File: config.mk
export PLATFORM = sky130hd
export DESIGN_NAME = debouncer_flat
export DESIGN_NICKNAME = d
export VERILOG_FILES = /design/src/rtl/debouncer_pkg.sv /design/src/rtl/debouncer_if.sv /design/src/rtl/debouncer_sample_gen.sv /design/src/rtl/debouncer.sv /design/src/flat_wrapper.sv
export SDC_FILE = /design/constraint.sdc
export NUM_CORES = 1
export LEC_CHECK = 0
export CORE_UTILIZATION = 53
export CTS_CLUSTER_SIZE = 24
export DETAILED_ROUTE_END_ITERATION = 10
export HOLD_SLACK_MARGIN = 0.12
export PLACE_DENSITY = 0.73
export SLEW_MARGIN = 20
export SYNTH_ARGS = -nofsm -noshare
export SYNTH_HDL_FRONTEND = slang
export SYNTH_HIERARCHICAL = 1
export SYNTH_SLANG_ARGS = --single-unit
File: constraint.sdc
create_clock -name clk -period 2.3 [get_ports clk]
set_input_delay 0.69 -clock clk [delete_from_list [all_inputs] [get_ports clk]]
set_output_delay 0.69 -clock clk [all_outputs]
set_load 0.02 [all_outputs]
File: src/rtl/debouncer_pkg.sv
// Shared defaults and width helper for the debouncer slice.
// Counter widths are derived from the maximum value each counter must hold.
package debouncer_pkg;

    localparam int unsigned def_width            = 1;
    localparam int unsigned def_sample_count_max = 25000;
    localparam int unsigned def_pulse_count_max  = 150;

    function automatic int unsigned cnt_width(input int unsigned n);
        return (n < 2) ? 1 : $clog2(n);
    endfunction

endpackage

File: src/rtl/debouncer_if.sv
// Bundle between the synchronizer side and the debounced consumers.
// The debouncer sits on the slave side.
interface debouncer_if #(
    parameter int unsigned width = 1
);

    logic [width-1:0] glitchy_signal;
    logic [width-1:0] debounced_signal;
    logic [width-1:0] debounced_rise;

    modport master (
        output glitchy_signal,
        input  debounced_signal,
        input  debounced_rise
    );

    modport slave (
        input  glitchy_signal,
        output debounced_signal,
        output debounced_rise
    );

endinterface

File: src/rtl/debouncer_sample_gen.sv
// Free-running sample timebase: one-cycle pulse every sample_count_max clocks.
// First pulse lands in cycle sample_count_max-1 after reset release.
module debouncer_sample_gen
    import debouncer_pkg::*;
#(
    parameter int unsigned sample_count_max = def_sample_count_max
) (
    input  logic clk,
    input  logic rst_n,
    output logic sample_pulse
);

    localparam int unsigned cw = cnt_width(sample_count_max);
    localparam logic [cw-1:0] last = cw'(sample_count_max - 1);

    logic [cw-1:0] sample_cnt;

    always_ff @(posedge clk or negedge rst_n) begin
        if (!rst_n) begin
            sample_cnt <= '0;
        end else if (sample_cnt == last) begin
            sample_cnt <= '0;
        end else begin
            sample_cnt <= sample_cnt + cw'(1);
        end
    end

    assign sample_pulse = (sample_cnt == last);

endmodule

File: src/rtl/debouncer.sv
// Per-bit debouncer: saturating count of consecutive high samples per bit,
// level when saturated, registered one-cycle pulse on each debounced rise.
module debouncer
    import debouncer_pkg::*;
#(
    parameter int unsigned width            = def_width,
    parameter int unsigned sample_count_max = def_sample_count_max,
    parameter int unsigned pulse_count_max  = def_pulse_count_max
) (
    input  logic       clk,
    input  logic       rst_n,
    debouncer_if.slave db
);

    localparam int unsigned sw = cnt_width(pulse_count_max + 1);
    localparam logic [sw-1:0] sat_max = sw'(pulse_count_max);

    logic             sample_pulse;
    logic [width-1:0] level;
    logic [width-1:0] prev_level;
    logic [width-1:0] rise_q;

    debouncer_sample_gen #(
        .sample_count_max(sample_count_max)
    ) u_sample_gen (
        .clk         (clk),
        .rst_n       (rst_n),
        .sample_pulse(sample_pulse)
    );

    for (genvar i = 0; i < int'(width); i++) begin : g_bit
        logic [sw-1:0] sat_cnt;

        // A low input clears at once, even on a sample cycle.
        always_ff @(posedge clk or negedge rst_n) begin
            if (!rst_n) begin
                sat_cnt <= '0;
            end else if (!db.glitchy_signal[i]) begin
                sat_cnt <= '0;
            end else if (sample_pulse && sat_cnt < sat_max) begin
                sat_cnt <= sat_cnt + sw'(1);
            end
        end

        assign level[i] = (sat_cnt == sat_max);
    end

    always_ff @(posedge clk or negedge rst_n) begin
        if (!rst_n) begin
            prev_level <= '0;
            rise_q     <= '0;
        end else begin
            prev_level <= level;
            rise_q     <= level & ~prev_level;
        end
    end

    assign db.debounced_signal = level;
    assign db.debounced_rise   = rise_q;

endmodule

File: src/flat_wrapper.sv
// flat-port wrapper written by rule: the top's interface ports become plain ports
module debouncer_flat import debouncer_pkg::*;
#(
    parameter int unsigned width            = def_width,
    parameter int unsigned sample_count_max = def_sample_count_max,
    parameter int unsigned pulse_count_max  = def_pulse_count_max
)
  (clk, rst_n, db_glitchy_signal, db_debounced_signal, db_debounced_rise);
  debouncer_if #(.width(width)) db_i ();
  input  logic clk;
  input  logic rst_n;
  input wire logic [$bits(db_i.glitchy_signal)-1:0] db_glitchy_signal;
  output wire logic [$bits(db_i.debounced_signal)-1:0] db_debounced_signal;
  output wire logic [$bits(db_i.debounced_rise)-1:0] db_debounced_rise;
  assign db_i.glitchy_signal = db_glitchy_signal;
  assign db_debounced_signal = db_i.debounced_signal;
  assign db_debounced_rise = db_i.debounced_rise;
  debouncer #(.width(width), .sample_count_max(sample_count_max), .pulse_count_max(pulse_count_max)) u_core (.clk(clk), .rst_n(rst_n), .db(db_i));
endmodule
==> metrics.txt <==
Synth area leader=dfrtp_1; Post-Syn Area per Cell=around 11 µm²; DP HPWL=around 1900 µm; first-pass GRT wire length=~4400 µm; Cell Area, Synth=roughly 0.0014 mm²; Max Fclk=between 400 and 500 MHz; # nets final=between 150 and 200; IO Pins=5; worst endpoint data arrival time=~2.5 ns; WL/cell=approximately 15 µm; Final Hold Viols=0; CP Buf/Inv Count=1; Iter 0 DRT Violations=20; Vias=between 1000 and 1500; placer congestion estimate=approximately 0.84; H-tree Lvls=1; total iterations of the first detailed-routing run=4; Setup WS pre-CTS=~0.088 ns; WL final=~2600 µm; #FFs+latches synth=25; Tot GR Track Use=21.8%; Cells after Synth=128; worst slew pin tran=~0.35 ns; Worst Setup Start Kind=flip-flop; Final period util=a little over nine tenths; worst skew pair latency=between 0.3 and 0.4 ns; placeable core area=approximately 0.0025 mm²; Slew headroom=between 70% and 80%; vias in the first global route=between 900 and 1000; CP Cell Sequence=or4b_4 -> nor4_4 -> buf_4 -> nand4_2 -> or3_1 -> a21boi_1; CTS Buf Count=3; CP Capture Type=flip-flop; Yosys Warn Count=6; area share of the largest cell type after synthesis=45.2%; CTS tree=built; critical path fanouts, max=8; max cap viols=0; antenna viol nets, final=0; CP peak stage delay=about 0.6 ns; fillcell total=~210; Setup TNS Final=0 ns; vias per cell=between 5 and 6; drt drc=0; die area=between 0.002 and 0.003 mm²; post-CTS setup buffers=0; max-slew violation count=0; Site Rows=18; largest net degree at the start of global routing=26; Root Buffer=clkbuf_4; # setup viols final=0; post-layout total power=around 0.65 mW; initial core utilization=a little under three fifths; Top Family by Delay on Critical Path=simple AND/OR/NAND/NOR gates; critical path type=flip-flop to flip-flop; final worst setup slack=roughly 0.11 ns; chip height=approximately 53 µm; Crit-path slowest cell=or4b_4; RSZ-0062 raised after global routing=false; clock buffer depth=2; Power Dens Cells=420 mW/mm²; skew final=between 0.005 and 0.006 ns; HP Class=flip-flop to flip-flop; status=completed; Leakage Power=around 0.68 nW; register area share after synthesis=a little under half; P&R area growth vs syn=12.0%; Die Wd=53.1 µm; distinct cell type count after synthesis=41; Critical Path RT=about 2.6 ns; worst vdd ir=roughly 270 µV; Core Util, Final=62.6%; I/O Buffers=4; initial antenna violation count=0; Reg clk slew, reported paths=~0.14 ns; clock period minus worst slack=between 2 and 2.5 ns; grt total ovfl=0; Mapped Nets=134; clk sinks=25; layout cells sized above 1=20.0%; Diodes inserted=0; ranking of synthesized cells by area=dfrtp_1, xor2_1, nor4_1; Hold Worst Slack=~0.42 ns
-- where the power goes --
part | switching [mW] | leakage (nW) | total (mW) | internal, mW
Sequential | 0.0000000000000000175 | 0.335 | 0.440 | 0.440
Combinational | 0.0104 | 0.325 | 0.0153 | 0.00489
Clock | 0.131 | 0.0177 | 0.196 | 0.0651
-- flip-flops by register name, summed over array words and instances (netlist names) --
signal	count
u_core/db.debounced_rise	1
u_core/g_bit.sat_cnt	8
u_core/prev_level	1
u_core/u_sample_gen/sample_cnt	15
-- metrics by stage --
| stage | cells | area (µm²) |
|---|---|---|
| after global routing | 175 | 1550 |
| after detailed placement | 171 | 1530 |
| after CTS | 175 | 1560 |
| after global placement | 171 | 1530 |
| after floorplan | 128 | 1390 |
| final | 175 | 1550 |
-- final timing paths --
path | slack, ns | cells after the start | from | to
max | 0.11 | 6 | u_core/u_sample_gen/sample_cnt[10]$_DFF_PN0_ | u_core/g_bit[0].sat_cnt[5]$_DFFE_PN0P_
min | 0.42 | 1 | u_core/prev_level$_DFF_PN0_ | u_core/db.debounced_rise$_DFF_PN0_
max reg2reg | 0.11 | 6 | u_core/u_sample_gen/sample_cnt[10]$_DFF_PN0_ | u_core/g_bit[0].sat_cnt[5]$_DFFE_PN0P_
min reg2reg | 0.42 | 1 | u_core/prev_level$_DFF_PN0_ | u_core/db.debounced_rise$_DFF_PN0_
max in group asynchronous | 1.35 | 2 | rst_n | u_core/g_bit[0].sat_cnt[1]$_DFFE_PN0P_
min in group asynchronous | 0.71 | 2 | rst_n | u_core/u_sample_gen/sample_cnt[12]$_DFF_PN0_
-- layout make-up --
| class | count | area (µm²) | area share [%] |
|---|---|---|---|
| clock buffers | 3 | 22.5 | 1.45 |
| clock inverters | 1 | 5.00 | 0.323 |
| inverters | 1 | 3.75 | 0.242 |
| multi-input cells | 97 | 717 | 46.2 |
| flip-flops and latches | 25 | 626 | 40.3 |
| well taps | 30 | 37.5 | 2.42 |
| repair buffers | 18 | 140 | 9.03 |
-- metal layers --
layer | vias to the layer above | share of wire, % | GRT usage (%)
met3 | 4 | 1.9 | 2.59
met4 | 0 | 1.1 | 7.89
met2 | 11 | 49 | 36.3
met1 | 508 | 48 | 28.8
li1 | 510 | - | -
met5 | - | 0 | 0
-- cell usage after synthesis, drive strengths merged --
library cell   n
o21ai          5
or4b           1
or3b           1
a41oi          2
nand4          5
and3           1
a41o           1
nor4           8
or3            4
nand2          9
or4bb          1
a21o           1
nor3           4
xor2           9
inv            1
nand4bb        2
clkbuf         2
o21a           3
and4bb         1
a21boi         1
nor2           5
a31oi          3
xnor2          3
and4           2
ha             3
nand3          8
and2           5
a2111oi        1
dfrtp         25
a21oi          4
nor2b          2
buf            3
a211oi         1
o211ai         1
-- kinds of logic after synthesis --
kind of cell             count (synthesis)  share of synthesized area (%)
flip-flops                              25                           45.2
AND/OR/NAND/NOR                         59                           28.3
buffers and inverters                    6                           3.07
adder cells (fa/ha/maj)                  3                           2.71
AO/OA/AOI/OAI                           23                           13.2
XOR/XNOR                                12                           7.59
-- cells in the final DEF, fill, tap and decap left out, types with 5 or more instances in the layout --
cell	instances
nand3_1	8
nand2_1	9
and2_1	5
nor4_1	7
xor2_1	9
buf_4	14
dfrtp_1	25
nor2_1	5
-- what timing repair did --
action,in CTS,in global routing
hold buffers,0,0
gates resized for setup,2,2
endpoints found under the setup margin,1,1
Power figures use the tool's default switching activity.
